==> config.mk <==
export PLATFORM = sky130hd
export DESIGN_NAME = tf_gen_seq
export DESIGN_NICKNAME = d
export VERILOG_FILES = /design/src/rtl/tf_gen_seq.sv
export SDC_FILE = /design/constraint.sdc
export NUM_CORES = 1
export LEC_CHECK = 0
export CAP_MARGIN = 20
export CORE_MARGIN = 1.5
export CORE_UTILIZATION = 49
export DETAILED_ROUTE_END_ITERATION = 10
export PLACE_DENSITY = 0.87
export SETUP_SLACK_MARGIN = 0.4
export SYNTH_ARGS = -nofsm -noshare
export SYNTH_HDL_FRONTEND = slang
export SYNTH_SLANG_ARGS = --single-unit
==> constraint.sdc <==
create_clock -name clk -period 3.6 [get_ports clk]
set_clock_uncertainty 0.05 [all_clocks]
set_input_delay 1.08 -clock clk [delete_from_list [all_inputs] [get_ports clk]]
set_output_delay 1.08 -clock clk [all_outputs]
set_load 0.005 [all_outputs]
==> src/rtl/tf_gen_seq.sv <==
`default_nettype none
// ============================================================================
//  Module   : tf_gen_seq
//  Purpose  : Sequencer for the twiddle-factor generator. A start pulse
//             issues one seed-write cycle, then steps every stage (l) and
//             every iteration depth (it_depth_cnt), draining the modular
//             multiplier pipeline for MUL_LAT cycles after each stage, and
//             finally pulses done.
//  Ports    : clk          - clock, rising edge
//             rst          - asynchronous reset, active-low
//             start        - one-cycle request, honoured only in IDLE
//             stall        - downstream not ready, freezes RUN
//             TF_ren       - generator read enable
//             TF_wen       - generator write (seed load) enable
//             it_depth_cnt - current iteration depth
//             l            - current stage
//             idx_bus      - 15 lane indices, lane k at [4k-1:4k-4]
//             busy         - high from WRITE through DONE
//             done         - one-cycle completion pulse
//  Revision : 1.0 - initial release
// ============================================================================
module tf_gen_seq #(
    parameter int IT_DEPTH  = 3,
    parameter int NUM_STAGE = 5,
    parameter int MUL_LAT   = 3
) (
    input  logic        clk,
    input  logic        rst,
    input  logic        start,
    input  logic        stall,
    output logic        TF_ren,
    output logic        TF_wen,
    output logic [2:0]  it_depth_cnt,
    output logic [2:0]  l,
    output logic [59:0] idx_bus,
    output logic        busy,
    output logic        done
);

    localparam int c_DRAIN_W = (MUL_LAT > 1) ? $clog2(MUL_LAT) : 1;

    localparam logic [2:0]           c_IT_LAST    = 3'(IT_DEPTH - 1);
    localparam logic [2:0]           c_L_LAST     = 3'(NUM_STAGE - 1);
    localparam logic [c_DRAIN_W-1:0] c_DRAIN_LAST = c_DRAIN_W'(MUL_LAT - 1);
    localparam logic [c_DRAIN_W-1:0] c_DRAIN_ONE  = c_DRAIN_W'(1);

    localparam logic [2:0] c_ST_IDLE  = 3'd0;
    localparam logic [2:0] c_ST_WRITE = 3'd1;
    localparam logic [2:0] c_ST_RUN   = 3'd2;
    localparam logic [2:0] c_ST_DRAIN = 3'd3;
    localparam logic [2:0] c_ST_DONE  = 3'd4;

    logic [2:0]           r_state;
    logic [2:0]           w_next;
    logic [2:0]           r_it;
    logic [2:0]           r_l;
    logic [3:0]           r_rot;
    logic [c_DRAIN_W-1:0] r_drain;

    // ------------------------------------------------------------------
    // State register
    // ------------------------------------------------------------------
    always_ff @(posedge clk or negedge rst) begin
        if (!rst) begin
            r_state <= c_ST_IDLE;
        end else begin
            r_state <= w_next;
        end
    end

    // ------------------------------------------------------------------
    // Next-state logic
    // ------------------------------------------------------------------
    always_comb begin
        w_next = r_state;
        case (r_state)
            c_ST_IDLE:  if (start) w_next = c_ST_WRITE;
            c_ST_WRITE: w_next = c_ST_RUN;
            c_ST_RUN:   if (!stall && (r_it == c_IT_LAST)) w_next = c_ST_DRAIN;
            c_ST_DRAIN: begin
                if (r_drain == c_DRAIN_LAST) begin
                    w_next = (r_l == c_L_LAST) ? c_ST_DONE : c_ST_RUN;
                end
            end
            c_ST_DONE:  w_next = c_ST_IDLE;
            default:    w_next = c_ST_IDLE;
        endcase
    end

    // ------------------------------------------------------------------
    // Counters: iteration depth, stage, rotation and drain length
    // ------------------------------------------------------------------
    always_ff @(posedge clk or negedge rst) begin
        if (!rst) begin
            r_it    <= 3'd0;
            r_l     <= 3'd0;
            r_rot   <= 4'd0;
            r_drain <= '0;
        end else begin
            case (r_state)
                c_ST_WRITE: begin
                    r_it <= 3'd0;
                    r_l  <= 3'd0;
                end
                c_ST_RUN: begin
                    if (!stall) begin
                        if (r_it == c_IT_LAST) begin
                            r_it    <= 3'd0;
                            r_drain <= '0;
                            // Lane rotation advances once per finished stage.
                            r_rot   <= (r_rot == 4'd14) ? 4'd0 : r_rot + 4'd1;
                        end else begin
                            r_it <= r_it + 3'd1;
                        end
                    end
                end
                c_ST_DRAIN: begin
                    if (r_drain == c_DRAIN_LAST) begin
                        r_drain <= '0;
                        if (r_l != c_L_LAST) r_l <= r_l + 3'd1;
                    end else begin
                        r_drain <= r_drain + c_DRAIN_ONE;
                    end
                end
                c_ST_DONE: begin
                    // Stage and rotation restart from zero for the next run.
                    r_l   <= 3'd0;
                    r_rot <= 4'd0;
                end
                default: ;
            endcase
        end
    end

    // ------------------------------------------------------------------
    // Output decode. TF_ren is gated by stall in the same cycle so that a
    // stalled RUN cycle never issues a read.
    // ------------------------------------------------------------------
    assign TF_ren       = (r_state == c_ST_RUN) && !stall;
    assign TF_wen       = (r_state == c_ST_WRITE);
    assign busy         = (r_state != c_ST_IDLE);
    assign done         = (r_state == c_ST_DONE);
    assign it_depth_cnt = r_it;
    assign l            = r_l;

    // Lane k index = (k-1+rot) mod 15; the sum never exceeds 28, so a single
    // conditional subtract is enough.
    for (genvar k = 1; k <= 15; k++) begin : g_lane
        logic [4:0] w_sum;
        assign w_sum = 5'(k - 1) + {1'b0, r_rot};
        assign idx_bus[4*k-1 -: 4] = (w_sum >= 5'd15) ? 4'(w_sum - 5'd15) : w_sum[3:0];
    end

endmodule
`default_nettype wire

==> results.toml, run 1 <==
[placement]
io_buffers = 73
dpl-instance-area_um2 = 3510
pre_cts_ws_ns = 0.129
dpl.hpwl_um = 6170
gp_congestion = 0.934

[cts]
postCtsHoldBufs = 0
cts_buffer_depth = 2
cts_made_buffers = 3
cts_max_level = 1
cts_sinks = 15
root_buffer = "clkbuf_8"

[sta]
postGrtWorstEndpoint = "idx_bus[30]"
worstEndpointType = "top-level output"

[synthesis]
ys_warn_count = 0
ys_seq_area_share_pct = 14.6
ys_seq_elements = 15
synth-edff-count = 0
yosys_most_used_dff = "dfrtp_1"
yosys.area.top_type_share_pct = 14.6
syn_inst = 358
synth.distinct_cells = 59
synth_area_leaders = "dfrtp_1 (15%), o21ai_0 (8.4%), ha_1 (8.3%), xnor2_1 (8.2%), nand2_1 (6.0%)"
syn_area_um2 = 2570
post-synth-top-area-cell = "dfrtp_1"
syn_avg_cell_area_um2 = 7.18
ys_async_sr_fraction_pct = 100
syn-num-nets = 379

[grt]
overflow = 189
grt_usage_pct = 84.0
grt_max_degree = 23

[floorplanning]
die_y_um = 75.4
start_util_pct = 50.7
die_w_um = 75.4
io_pins = 74
num_rows = 26

[status]
status = "aborted with a tool error"
stop_stage = "global routing (5_1_grt)"
firstError = "[ERROR GRT-0232] Routing congestion too high. Check the congestion heatmap in the GUI."
## logic make-up after synthesis
group | share of synthesized area, %
buf+inv | 6.76
fa+ha+maj | 8.27
flops | 14.6
simple gates | 24.5
xor+xnor | 12.5
compound gates | 31.6
mux | 1.75
## metrics by stage
| step | util (%) | instances |
|---|---|---|
| after floorplan | - | 358 |
| after global placement | 69.1 | 506 |
| after detailed placement | 69.1 | 506 |
| after CTS | 84.1 | 547 |
## routing by layer
metal,GRT overflow,GRT usage [%]
met1,0,79.5
met2,125,109
met3,0,57.7
met4,64,101
met5,0,2.78
## cells in the mapped netlist (3+ instances only)
cell      number
a211oi_1       4
a21o_1         8
a21oi_1       20
a22o_1         4
a22oi_1        3
and2_1         3
buf_2         10
clkbuf_1      13
dfrtp_1       15
ha_1          17
inv_1          8
mux2_2         4
nand2_1       41
nand2b_1       6
nand3_1       11
nor2_1        23
nor2b_1       10
nor3_1        13
nor3b_1        6
o211ai_1       3
o21ai_0       43
o22ai_1        7
o32ai_1        3
or3_1          3
xnor2_1       24
xnor2_2        3
xor2_1         7
## timing repair
action | CTS
pin swaps | 18
setup endpoints to repair | 60
gates resized for setup | 159
cloned | 2
setup buffers | 35
==> inputs of run 2 (changes only) <==
- CORE_UTILIZATION: 49 -> 40
- PLACE_DENSITY: 0.87 -> unset
- PLACE_DENSITY_LB_ADDON: unset -> 0.15
- SETUP_SLACK_MARGIN: 0.4 -> unset
==> run 2 against run 1 <==
Compared with the run above: the flow now finishes without violations; synthesized cell count unchanged; synthesized area did not move.
==> results.toml, run 2 <==
[floorplanning]
die_y_um = 83.2
die_w_um = 83.2
dieArea_um2 = 6920
io_pins = 74
core_um2 = 6280
start_util_pct = 41.0
num_rows = 29

[pwr]
ir_worst_vdd_mv = 0.777
p_per_area_nw_per_um2 = 1280
total_leakage_power_uw = 0.00155
total_power_uw = 5040

[sta]
fin_ws_ns = 0.0698
rsz0062_at_grt = "yes"
finalSetupTns_ns = 0
period_needed_ns = 3.53
drv_slew = 0
setup-violations-final = 0
fin_crit_sh_pct = 98.1
fmax_ghz = 0.283
slew_headroom_pct = 54.3
holdWs_ns = 0.497
tightest_slew_ns = 0.684
hold_violations = 0

[routing]
drc = 0
drt-met1-wl_um = 4090
drt_iter0_drc = 105
drt-total-wl_um = 8530
drtAntennaViolNets = 0
first_pass_iters = 4
wl_met2_um = 4020
vias = 2962
viasPerCell = 5.63
top_layer = "met4"
wl_per_cell_um = 16.2
dr_wl_met3_um = 388

[placement]
pre_cts_ws_ns = 0.129
dpl.hpwl_um = 5910
gp_congestion = 0.896
io_buffers = 73

[cts]
path_clk_slew_ns = 0.06
cts_made_buffers = 3
cts_sinks = 15
tritoncts = "built"
clock_latency_ns = 0.25
cts_max_level = 1
root_buffer = "clkbuf_8"
cts_buffer_depth = 2

[synthesis]
synth.distinct_cells = 59
post-synth-top-area-cell = "dfrtp_1"
syn-num-nets = 379
synth-edff-count = 0
yosysMostFrequentCell = "o21ai_0"
syn_avg_cell_area_um2 = 7.18
yosys.area.top_type_share_pct = 14.6
ys_seq_area_share_pct = 14.6
ys_seq_elements = 15
syn_inst = 358
ys_warn_count = 0
yosys_most_used_dff = "dfrtp_1"
syn_area_um2 = 2570
synthTopCellsByCount = "o21ai_0 (43), nand2_1 (41), xnor2_1 (24)"
ys_async_sr_fraction_pct = 100
synth_area_leaders = "dfrtp_1 (15%), o21ai_0 (8.4%), ha_1 (8.3%), xnor2_1 (8.2%), nand2_1 (6.0%)"

[min_path]
hold_path_end = "r_drain[1]"
worstHoldStart = "r_drain[0]"
hold-path-cell-count = 1
holdCritPathClass = "register to register"

[grt]
antenna_found_initial = 0
overflow = 0
grt_pass1_wl_um = 13300
first_global_vias = 2631
grt_max_degree = 42
grt_usage_pct = 22.9

[setup_path]
slowest_stage = "clkdlybuf4s50_1"
worst_path_largest_cell_delay_ns = 0.52
path_buf_inv = 3
r2r-end = "r_rot[2]"
path_max_fanout = 8
worstSetupStartpointType = "register"
path_cells = "inv_4 -> buf_4 -> ha_2 -> nand2b_1 -> a21oi_2 -> o21ai_0 -> xor2_1 -> clkdlybuf4s50_1"
critical_path_class = "register to output port"
rrSetupSlack_ns = 1.80
setup.worst_path.end_class = "output port"
required_ns = 2.47
crit_arrival_ns = 2.40
timing.rr.start = "r_rot[2]"
r2r_cells = 6
cpLargestDelayFamily = "buffers and inverters"

[layout]
largest_reg_flops = 4
syn_to_final_growth_pct = 52.5
final_common_cell = "clkdlybuf4s50_1"
nets = 471
n_antenna_cell = 0
layout_common_cells = "clkdlybuf4s50_1 (66), o21ai_0 (41), nand2_1 (39)"
top_register = "r_rot"
post_route_cells_drive_above_1_share_pct = 23.4
post-route-util_pct = 62.5

[status]
status = "completed"

[flow_run]
drv_cap = 0
[run 2: per-layer routing]
layer / vias to the layer above / track usage [%]
met3: 2 / 2.29
li1: 1464 / -
met2: 88 / 35.9
met1: 1408 / 34.3
met4: 0 / 4.24
met5: - / 0
[run 2: what timing repair did]
item | in CTS | in global routing
setup endpoints to repair | 24 | 40
setup buffers | 2 | 4
pin swaps | 3 | 6
endpoints found under the hold margin | 0 | 0
hold buffers | 0 | 0
gates cloned | 0 | 1
gates resized for setup | 18 | 54
[run 2: worst max-delay path by stage]
stage              from           to  slack (ns)  cells past startpoint
6_report       r_rot[1]  idx_bus[26]        0.07                      8
5_1_grt        r_rot[1]  idx_bus[58]       -0.04                      8
4_1_cts        r_rot[1]   idx_bus[4]      -0.006                      6
3_5_place_dp   r_rot[1]   idx_bus[5]        0.13                      7
3_3_place_gp   r_rot[1]   idx_bus[5]        0.15                      7
2_1_floorplan  r_rot[2]  idx_bus[28]        0.42                      8
[run 2: through the flow]
stage / instances / instance area [µm²]
floorplan: 358 / 2570
global placement: 515 / 3530
detailed placement: 515 / 3530
CTS: 521 / 3680
global route: 526 / 3920
finish: 526 / 3920
[run 2: cell type report]
| cell class | count | area (µm²) |
|---|---|---|
| Clock buffer | 3 | 41.3 |
| Clock inverter | 1 | 5.00 |
| Fill cell | 598 | 2360 |
| Inverter | 10 | 47.5 |
| Multi-Input combinational cell | 306 | 2250 |
| Sequential cell | 15 | 379 |
| Tap cell | 77 | 96.3 |
| Timing Repair Buffer | 114 | 1100 |
[run 2: kinds of logic after synthesis]
family                   synth area share (%)
flip-flops                               14.6
XOR/XNOR                                 12.5
AO/OA/AOI/OAI                            31.6
adder cells (fa/ha/maj)                  8.27
multiplexers                             1.75
buffers and inverters                    6.76
AND/OR/NAND/NOR                          24.5
[run 2: worst reg2reg max path, delay by kind of cell (launching register included)]
family          cells  cell delay, ns
flops               1            0.44
fa+ha+maj           1            0.21
buf+inv             2            0.37
compound gates      2            0.41
simple gates        1            0.24
[run 2: report_power, final]
part,total [µW],internal [µW],switching (µW)
Sequential,327,235,92.1
Clock,134,76.6,57.7
Combinational,4580,2500,2080
No activity file was read; power rests on OpenSTA's default activity.
==> inputs of run 3 (changes only) <==
- CORE_MARGIN: 1.5 -> 10
==> run 3 against run 2 <==
Compared with the run above: the flow now finishes with violations (setup timing); power is 1.9% lower; critical endpoint is now idx_bus[13]; final area is 2.6% lower; hold slack better by 0.010 ns; die area is 45% higher; wire length is 2.5% higher; global-route usage is 6.6 points lower; register-to-register slack worse by 0.02 ns; cell count is 1.1% lower.
==> results.toml, run 3 (synthesis gave the netlist of run 2 again) <==
[status]
status = "finished with violations"
violations = "setup timing"

[floorplanning]
die_y_um = 100
num_rows = 29
die_w_um = 100
io_pins = 74
start_util_pct = 40.7
core_um2 = 6310
dieArea_um2 = 10000

[layout]
nets = 465
largest_reg_flops = 4
layout_common_cells = "clkdlybuf4s50_1 (70), o21ai_0 (40), nand2_1 (38)"
syn_to_final_growth_pct = 48.5
top_register = "r_rot"
final_common_cell = "clkdlybuf4s50_1"
design_area_um2 = 3820
final_cells = 520
post_route_cells_drive_above_1_share_pct = 19.9
n_antenna_cell = 0

[pwr]
ir_worst_vdd_mv = 0.708
p_per_area_nw_per_um2 = 1300
total_leakage_power_uw = 0.00148
total_power_uw = 4940
p_comb_share_pct = 90.8
seqPwrFrac_pct = 6.4
power_frac_clock_pct = 2.8
intPower_uw = 2740
p_sw_uw = 2200
swShare_pct = 44.6

[grt]
grt_pass1_wl_um = 14000
grt_max_degree = 42
first_global_vias = 2853
grt_usage_pct = 16.3
antenna_found_initial = 0
overflow = 0

[cts]
tritoncts = "built"
cts_max_level = 1
cts_sinks = 15
clock_latency_ns = 0.24
path_clk_slew_ns = 0.06
cts_made_buffers = 3
cts_buffer_depth = 2
root_buffer = "clkbuf_8"

[sta]
setup-violations-final = 1
fmax_ghz = 0.277
rsz0062_at_grt = "yes"
period_needed_ns = 3.62
fin_ws_ns = -0.0154
fin_crit_sh_pct = 100
slew_headroom_pct = 52.2
drv_slew = 0
hold_violations = 0
tightest_slew_ns = 0.714

[routing]
vias = 2974
first_pass_iters = 4
drtAntennaViolNets = 0
wl_per_cell_um = 16.8
drt-total-wl_um = 8740
viasPerCell = 5.72
drt_iter0_drc = 133
drc = 0

[setup_path]
path_max_fanout = 20
worstSetupStartpointType = "register"
crit_arrival_ns = 2.49
rrSetupSlack_ns = 1.78
critical_path_class = "register to output port"
setup.worst_path.end_class = "output port"
required_ns = 2.47

[placement]
gp_congestion = 0.839
dpl.hpwl_um = 6670
place_inst = 515
dpl-instance-area_um2 = 3530
io_buffers = 73

[min_path]
holdCritPathClass = "register to register"

[flow_run]
drv_cap = 0
## run 3: timing repair
| action | CTS | global route |
|---|---|---|
| setup endpoints to repair | 23 | 39 |
| resized for setup | 17 | 36 |
| buffers inserted | 1 | 0 |
| pin swaps | 1 | 5 |
| hold buffers | 0 | 0 |
| cloned | 0 | 0 |
## run 3: layout make-up
cell class | instances | area [µm²]
Inverter | 10 | 42.5
Fill cell | 594 | 2500
Clock inverter | 1 | 5.00
Clock buffer | 3 | 41.3
Timing Repair Buffer | 108 | 1020
Multi-Input combinational cell | 306 | 2230
Sequential cell | 15 | 377
Tap cell | 77 | 96.3
## run 3: power groups by stage
stage	registers [µW]	clock network, µW	logic, µW
after floorplan	309	0	2080
after global placement	310	0	4210
after detailed placement	311	0	4230
after CTS	312	139	4340
after global routing	332	148	4890
final	319	136	4490
## run 3: path summary, 6_finish.rpt
| check | start | end | depth (start not counted) |
|---|---|---|---|
| max | r_rot[2] | idx_bus[13] | 8 |
| min | r_drain[0] | r_drain[1] | 1 |
| max reg2reg | r_rot[2] | r_rot[1] | 5 |
| min reg2reg | r_drain[0] | r_drain[1] | 1 |
| max in group asynchronous | rst | r_rot[2] | 1 |
| min in group asynchronous | rst | l[1] | 1 |
## run 3: per-layer routing
metal	up-vias	GRT usage, %	wire, µm
li1	1466	-	-
met1	1411	20.9	3910
met2	85	26.9	4220
met3	12	3.30	486
met4	0	4.57	122
met5	-	0	0
## run 3: stage by stage
stage / hold WS, ns / util [%] / setup WS [ns] / TNS, ns
2_1_floorplan: 0.460 / - / 0.417 / 0
6_report: 0.508 / 60.5 / -0.0154 / -0.0154
3_5_place_dp: 0.488 / 55.9 / 0.128 / 0
5_1_grt: 0.538 / 60.5 / -0.119 / -0.529
4_1_cts: 0.503 / 57.7 / -0.000861 / -0.000861
3_3_place_gp: 0.474 / 55.9 / 0.153 / 0
## run 3: worst max-delay path, stage by stage (launching register included)
cell	delay, ns
dfrtp_2	0.46
buf_8	0.20
ha_1	0.23
buf_4	0.18
nor2b_2	0.20
a21oi_1	0.06
o21ai_0	0.22
o31a_1	0.19
clkdlybuf4s50_1	0.50
